==> config.mk <==
export PLATFORM = sky130hd
export DESIGN_NAME = alu_mul_seq
export DESIGN_NICKNAME = d
export VERILOG_FILES = /design/src/rtl/alu_mul_seq.sv
export SDC_FILE = /design/constraint.sdc
export NUM_CORES = 1
export LEC_CHECK = 0
export ABC_CLOCK_PERIOD_IN_PS = 2400
export CORE_MARGIN = 10
export CORE_UTILIZATION = 35
export CTS_CLUSTER_DIAMETER = 80
export DETAILED_ROUTE_END_ITERATION = 12
export PLACE_DENSITY_LB_ADDON = 0.08
export SETUP_SLACK_MARGIN = 0.2
export SKIP_CTS_REPAIR_TIMING = 1
export SYNTH_ARGS = -nofsm -noshare
export SYNTH_HDL_FRONTEND = slang
export SYNTH_SLANG_ARGS = --single-unit
==> constraint.sdc <==
create_clock -name clk -period 2.4 [get_ports clk]
set_clock_uncertainty 0.15 [all_clocks]
set_input_delay 0.24 -clock clk [delete_from_list [all_inputs] [get_ports clk]]
set_output_delay 0.24 -clock clk [all_outputs]
set_load 0.02 [all_outputs]
==> src/rtl/alu_mul_seq.sv <==
// Shift-and-add multiply sequencer that borrows the shared ALU adder.
// Produces the low WIDTH bits of op_a * op_b in 1..WIDTH RUN cycles.
module alu_mul_seq #(
    parameter int          WIDTH   = 32,
    parameter logic [3:0]  ALU_ADD = 4'b0000
) (
    input  logic             clk,
    input  logic             reset,
    input  logic             start,
    input  logic [WIDTH-1:0] op_a,
    input  logic [WIDTH-1:0] op_b,
    output logic             busy,
    output logic             done,
    output logic [WIDTH-1:0] result,
    output logic [WIDTH-1:0] alu_a,
    output logic [WIDTH-1:0] alu_b,
    output logic [3:0]       alu_ctrl,
    input  logic [WIDTH-1:0] alu_result
);

    typedef enum logic [1:0] {
        IDLE = 2'd0,
        RUN  = 2'd1,
        DONE = 2'd2
    } state_t;

    state_t           state;
    state_t           state_next;
    logic [WIDTH-1:0] acc;
    logic [WIDTH-1:0] acc_next;
    logic [WIDTH-1:0] mcand;
    logic [WIDTH-1:0] mplier;
    logic [4:0]       count;
    logic             last;

    // Stop early once no multiplier bits remain, so k tracks op_b's top bit.
    always_comb begin
        acc_next   = mplier[0] ? alu_result : acc;
        last       = ((mplier >> 1) == '0) || (count == 5'd31);
        state_next = state;
        unique case (state)
            IDLE:    if (start) state_next = RUN;
            RUN:     if (last)  state_next = DONE;
            DONE:    state_next = IDLE;
            default: state_next = IDLE;
        endcase
    end

    always_comb begin
        alu_a    = acc;
        alu_b    = (state == RUN) ? mcand : '0;
        alu_ctrl = ALU_ADD;
        busy     = (state != IDLE);
    end

    always_ff @(posedge clk) begin
        if (reset) begin
            state  <= IDLE;
            acc    <= '0;
            mcand  <= '0;
            mplier <= '0;
            count  <= '0;
            result <= '0;
            done   <= 1'b0;
        end else begin
            state <= state_next;
            done  <= (state == RUN) && last;
            unique case (state)
                IDLE: begin
                    if (start) begin
                        mcand  <= op_a;
                        mplier <= op_b;
                        acc    <= '0;
                        count  <= '0;
                    end
                end
                RUN: begin
                    acc    <= acc_next;
                    mcand  <= mcand << 1;
                    mplier <= mplier >> 1;
                    count  <= count + 5'd1;
                    if (last) result <= acc_next;
                end
                default: ;
            endcase
        end
    end

endmodule
---- Yosys cells after proc, flatten, opt, wreduce, memory -nomap -nowiden ----
Cells that the tools add are included.
word-level totals
  register bits ........................... 136
  bits of input ports ..................... 99
  logic and storage cells ................. 34
cells by class
  $add $sub $neg .......................... 1
  equality and inequality tests ........... 4
  multiplexer cells ....................... 13
  reduce and logical (&&, ||, !) cells .... 9
operators by type and width
  kind                                                              count
  32-bit case mux with 2 select lines                               3
  32-bit 2-to-1 mux                                                 5
  32-bit zero test                                                  1
  5-bit case mux with 2 select lines                                1
  2-bit AND reduction                                               3
  5-bit by 1-bit adder with 5-bit output (second input constant)    1
  5-bit == test (second input constant)                             1
  5-bit 2-to-1 mux                                                  1
  2-bit 2-to-1 mux                                                  2
  2-bit inequality test (second input constant)                     2
  2-bit case mux with 2 select lines                                1
  2-bit nonzero test                                                2
  2-bit by 1-bit == test with 1-bit output (second input constant)  1
  2-bit zero test                                                   1
  1-bit logical AND                                                 1
  1-bit logical OR                                                  1

---- Logic depth before layout (Yosys ltp) ----
Gate-level depths: netlist (run 1).
  depth in word-level cells ............... 4
  gate-level depth with buffers ........... 7
  depth with buffers taken out ............ 6

---- Worst setup path before layout (run 1) ----
Ideal clock, no wire load.
  kind .................................... register to register
  from .................................... reg count[0]
  to ...................................... reg result[10]
  setup time .............................. 95 ps
  data arrival time ....................... 1590 ps
  data required time ...................... 2155 ps
  setup slack ............................. 564 ps
  cell stages (with the launch flop) ...... 8
  path through ............................ dfxtp_1 > ha_1 > and3_1 > ha_1 > nor2_1 > clkbuf_1 > o211ai_1 > o311ai_1
between the ends
  cells in the longest elaborated chain, start to end .. 3
ends and longest elaborated chain
  item                           line  RTL
  start: declaration             33    logic [4:0] count;
  start signal: assignment       81    count <= count + 5'd1;
  5-bit == test                  39    last = ((mplier >> 1) == '0) || (count == 5'd31);
  1-bit logical OR               39
  2-bit AND reduction (no line)  -
  end signal: assignment         82    if (last) result <= acc_next;
  end: declaration               14    output logic [WIDTH-1:0] result,
No other way between the ends.
A chain may end at the register's enable or synchronous reset.

---- Worst setup path in the final report (run 1) ----
  from .................................... reg state[0]
  to ...................................... out alu_b[15]
between the ends
  cells in the longest elaborated chain, start to end .. 2
ends and longest elaborated chain
  item                                      line  RTL
  start: declaration                        27    state_t state;
  start signal: assignment                  66    state <= state_next;
  2-bit by 1-bit == test with 1-bit output  51    alu_b = (state == RUN) ? mcand : '0;
  32-bit 2-to-1 mux                         51
  end: declaration                          16    output logic [WIDTH-1:0] alu_b,
No other way between the ends.

==> flow_summary.yaml, run 1 <==
detailed_routing:
  drt_iter0_drc: 297
  routedWlPerCell_um: 17.5
  antenna_left: 0
  vias_per_cell: 5.30
  drcViolationCount: 0
  route.vias.total: 5824
  routed_wl_mm: 19.2
  drt_first_pass_iters: 5
final_layout:
  final_cells: 1099
  regArea_mm2: 0.00272
  diodes: 0
  drive_gt1_share_pct: 7.96
  final_util_pct: 52.1
  n_fill_cell: 1555
  area_growth_pct: 46.3
  fin_nets: 968
  multi_input_area_mm2: 0.00290
global_route:
  grt_pass1_vias: 5843
  antenna_found_initial: 0
  grt_overflow: 0
  track_usage_pct: 16.6
  grt_max_degree: 74
  grt_pass1_wl_mm: 30.4
yosys:
  synth_area_leaders: "dfxtp_1 46%, nand2_1 8.3%, a21oi_1 5.8%, mux2i_1 5.4%, nor2_1 4.8%"
  synthesis.area_mm2: 0.00591
  synth_area_per_cell_um2: 8.41
  synth_edf_count: 0
  yosys.area.top_type_share_pct: 46.1
  synth_cells: 702
  async_reset_ff_share_pct: 0
  yosysWarnings: 0
  synth_seq_area_share_pct: 46.1
  synth_flop_cell: "dfxtp_1"
  post-synth-top-area-cell: "dfxtp_1"
  synth_cell_type_count: 32
  ys_ff_latch: 136
floorplan:
  dieArea_mm2: 0.0225
  start_util_pct: 35.6
  io_pins: 201
  die_w_um: 150
  die_h_um: 150
  rows: 47
  core_mm2: 0.0166
job:
  drv_cap: 0
clock_tree:
  cts_sinks: 136
  cts_root_buf: "clkbuf_16"
  cts_tree: "done"
  numCtsBuffers: 17
  clk_latency_ns: 0.41
  htreeDepth: 4
  clk_path_buf_depth: 2
  clk_pin_slew_ns: 0.06
placement:
  post-dp-hpwl_mm: 13.4
  gp_congestion: 0.781
  dp_cells: 1068
  io_buffer_count: 196
power_and_ir_drop:
  leakage_nw: 3.38
  ir_drop_mv: 0.484
  finalPower_mw: 6.16
  p_per_area_mw_per_mm2: 713
timing:
  slew_headroom_pct: 45.8
  fin_crit_sh_pct: 87.2
  tightest_slew_ns: 0.812
  fmax_mhz: 478
  finalHoldViolCount: 0
  finalSetupViolCount: 0
  holdWs_ns: 0.0163
  maxSlewViolCount: 0
  rsz0062_at_grt: "yes"
  post-route-min-period_ns: 2.09
setup_path:
  endpoint_kind: "output pin"
  arrival_ns: 1.70
  crit_path_max_fanout: 39
  startpoint_type: "flip-flop"
  required_ns: 2.01
  critPathKind: "flip-flop to output pin"
status:
  status: "completed"
worst_hold_path:
  hp-class: "input port to flip-flop"
## cells in the final DEF (no fill, tap or decap), types with 2 or more instances in the layout
cell,Yosys,layout
clkinv_2,0,4
nand3_1,5,5
a21oi_1,69,69
nor4_1,7,7
nor2_1,76,72
clkbuf_16,0,17
o211ai_1,32,32
mux2i_1,32,32
a22oi_1,32,32
dlymetal6s2s_1,0,19
buf_4,4,14
clkbuf_8,0,5
bufinv_16,0,3
a311oi_1,31,31
nand4_1,2,2
conb_1,1,4
buf_12,0,4
o311ai_1,32,32
dfxtp_1,136,135
nor2_2,0,4
clkbuf_2,0,13
nand2_1,130,130
ha_1,2,2
clkdlybuf4s50_1,0,163
and2_1,32,32
## kinds of logic after synthesis
| group | count (synthesis) | share of synthesized area, % |
|---|---|---|
| muxes | 32 | 5.42 |
| DFF | 136 | 46.1 |
| buffers and inverters | 71 | 5.27 |
| AOI/OAI and AO/OA | 200 | 24.0 |
| adders and majority gates | 2 | 0.424 |
| and+or+nand+nor | 260 | 18.8 |
| other | 1 | 0.0635 |
## final cells by class
cell class,count,area share (%)
multi-input combinational,498,33.6
inverter,1,0.0434
timing repair buffer,213,24.5
tap,220,3.19
clock buffer,23,5.76
clock inverter,8,1.36
sequential,136,31.5
## through the flow
stage	setup TNS (ns)	setup WS, ns	cell area [um^2]
final	0	0.307	8640
after global routing	0	0.146	8640
after CTS	-2.50	-0.110	8660
after detailed placement	0	0.335	8040
after global placement	0	0.379	8040
after floorplan	0	0.564	5920
## worst max-delay path, cell delays in order (launching register included)
cell	delay, ns
dfxtp_1	0.41
nor2b_2	0.24
buf_12	0.21
and2_1	0.17
dlymetal6s2s_1	0.26
## routing by layer
layer	vias to the layer above	global-route usage (%)	routed length (um)
li1	2845	-	-
met4	0	5.15	289
met1	2754	19.5	8160
met3	25	7.76	1910
met2	200	26.4	8840
met5	-	0	0
## synth_stat cells, types with 2 or more instances
cell type    n
dfxtp_1    136
nand2_1    130
nor2_1      76
a21oi_1     69
clkbuf_1    55
a22oi_1     32
and2_1      32
mux2i_1     32
o211ai_1    32
o311ai_1    32
a311oi_1    31
nor4_1       7
buf_2        6
nand3_1      5
buf_4        4
buf_6        3
buf_1        2
ha_1         2
nand2b_1     2
nand4_1      2
## sequential cells by signal (all words and copies together), names as in the netlist
signal	cells
alu_a	32
count	5
done	1
mcand	32
mplier	32
result	32
state	2
## final timing paths
path | to | cells past startpoint | slack [ns] | from
worst max register to register | result[7] | 5 | 0.40 | count[0]
worst min register to register | mcand[30] | 2 | 0.30 | mcand[30]
worst max-delay path | alu_b[15] | 4 | 0.31 | state[0]
worst min-delay path | alu_a[22] | 2 | 0.02 | reset
## report_power, final
part | switching [mW] | total [mW] | internal [mW]
Sequential | 0.0876 | 2.48 | 2.39
Combinational | 0.556 | 0.986 | 0.430
Clock | 0.941 | 2.70 | 1.76
Total | 1.58 | 6.16 | 4.58
Power figures use the tool's default switching activity.
==> inputs of run 2 (changes only) <==
HOLD_SLACK_MARGIN = 0.05   (was default)
MAX_ROUTING_LAYER = met4   (was default)
==> run 2 against run 1 <==
  * Core utilization increased by 0.060 points
  * Worst hold slack better by 0.23 ns
  * Sequential share of layout area barely moved
  * Die area unchanged
  * Via count shrank 0.22%
  * Highest routed layer unchanged
  * Register-to-register slack barely moved
  * Setup slack hardly changed
==> flow_summary.yaml, run 2 (synthesized netlist as in run 1, its figures left out) <==
setup_path:
  slowest_stage: "dfxtp_1"
  crit_path_max_fanout: 39
  critPathKind: "flip-flop to output pin"
  required_ns: 2.01
  startpoint_type: "flip-flop"
  slowest_delay_ns: 0.41
  arrival_ns: 1.70
  cp_cell_sequence: "nor2b_2 -> buf_12 -> and2_1 -> dlymetal6s2s_1"
  endpoint_kind: "output pin"
detailed_routing:
  drt_first_pass_iters: 5
  routedWlPerCell_um: 17.4
  drcViolationCount: 0
  antenna_left: 0
  route.vias.total: 5811
  drt_iter0_drc: 322
  vias_per_cell: 5.28
  routed_wl_mm: 19.2
power_and_ir_drop:
  ir_drop_mv: 0.483
  leakage_nw: 3.38
  p_per_area_mw_per_mm2: 712
timing:
  tightest_slew_ns: 0.801
  rsz0062_at_grt: "yes"
  slew_headroom_pct: 46.6
  fmax_mhz: 478
  maxSlewViolCount: 0
  post-route-min-period_ns: 2.09
  fin_crit_sh_pct: 87.2
  holdWs_ns: 0.250
  finalSetupViolCount: 0
  finalHoldViolCount: 0
final_layout:
  fin_nets: 969
  final_cell_mix: "163 x clkdlybuf4s50_1, 135 x dfxtp_1, 130 x nand2_1, 72 x nor2_1, 69 x a21oi_1"
  drive_gt1_share_pct: 7.95
  diodes: 0
  area_growth_pct: 46.5
  final_cells: 1100
  layout_commonest_cell: "clkdlybuf4s50_1"
global_route:
  track_usage_pct: 17.1
  grt_max_degree: 74
  antenna_found_initial: 0
  grt_overflow: 0
  grt_pass1_wl_mm: 30.3
  grt_pass1_vias: 5879
floorplan:
  die_w_um: 150
  die_h_um: 150
  io_pins: 201
  dieArea_mm2: 0.0225
  start_util_pct: 35.6
  rows: 47
  core_mm2: 0.0166
placement:
  gp_congestion: 0.792
  io_buffer_count: 196
  dp_cells: 1068
  post-dp-hpwl_mm: 13.4
clock_tree:
  cts_sinks: 136
  cts_root_buf: "clkbuf_16"
  cts_tree: "done"
  clk_latency_ns: 0.41
  clk_path_buf_depth: 2
  htreeDepth: 4
  clk_pin_slew_ns: 0.05
  numCtsBuffers: 17
job:
  drv_cap: 0
worst_hold_path:
  hp-class: "input port to flip-flop"
status:
  status: "completed"
## run 2: layer usage
metal	up-vias	GRT usage [%]	wire, um
met4	0	5.15	291
met5	-	-	0
met3	25	6.43	1720
met1	2732	20.3	8350
li1	2847	-	-
met2	207	26.5	8830
## run 2: critical path: cells and delay by family (launching register included)
| kind | cells | cell delay, ns |
|---|---|---|
| buf+inv | 2 | 0.47 |
| simple gates | 2 | 0.41 |
| flops | 1 | 0.41 |
## run 2: through the flow
step / setup TNS, ns / power, mW / util, % / instance area [um^2] / setup slack [ns]
final: 0 / 6.16 / 52.2 / 8650 / 0.307
after global routing: 0 / 6.45 / 52.2 / 8650 / 0.145
after global placement: 0 / 3.51 / 48.5 / 8040 / 0.379
after detailed placement: 0 / 3.53 / 48.5 / 8040 / 0.335
after CTS: -2.50 / 6.25 / 52.2 / 8660 / -0.110
after floorplan: 0 / 3.08 / - / 5920 / 0.564
## run 2: final timing paths
check,from,end,slack (ns),cells after the start
worst max-delay path,state[0],alu_b[15],0.31,4
worst min-delay path,op_b[19],mplier[19],0.25,3
worst max register to register,count[0],result[7],0.40,5
worst min register to register,mcand[30],mcand[30],0.30,2
## run 2: layout make-up
cell class / count / area [um^2]
clock buffers: 23 / 498
clock inverters: 8 / 118
fillers: 1551 / 7930
inverters: 1 / 3.75
multi-input cells: 498 / 2900
flip-flops and latches: 136 / 2720
well taps: 220 / 275
repair buffers: 214 / 2130
## run 2: power breakdown
| group | internal (mW) | switching, mW |
|---|---|---|
| logic | 0.431 | 0.556 |
| clock network | 1.76 | 0.937 |
| registers | 2.39 | 0.0879 |
==> inputs of run 3 (changes only) <==
SKIP_LAST_GASP = 1   (was default)
==> results of run 3 <==
Final layout, timing and power as in run 2 (identical DEF).
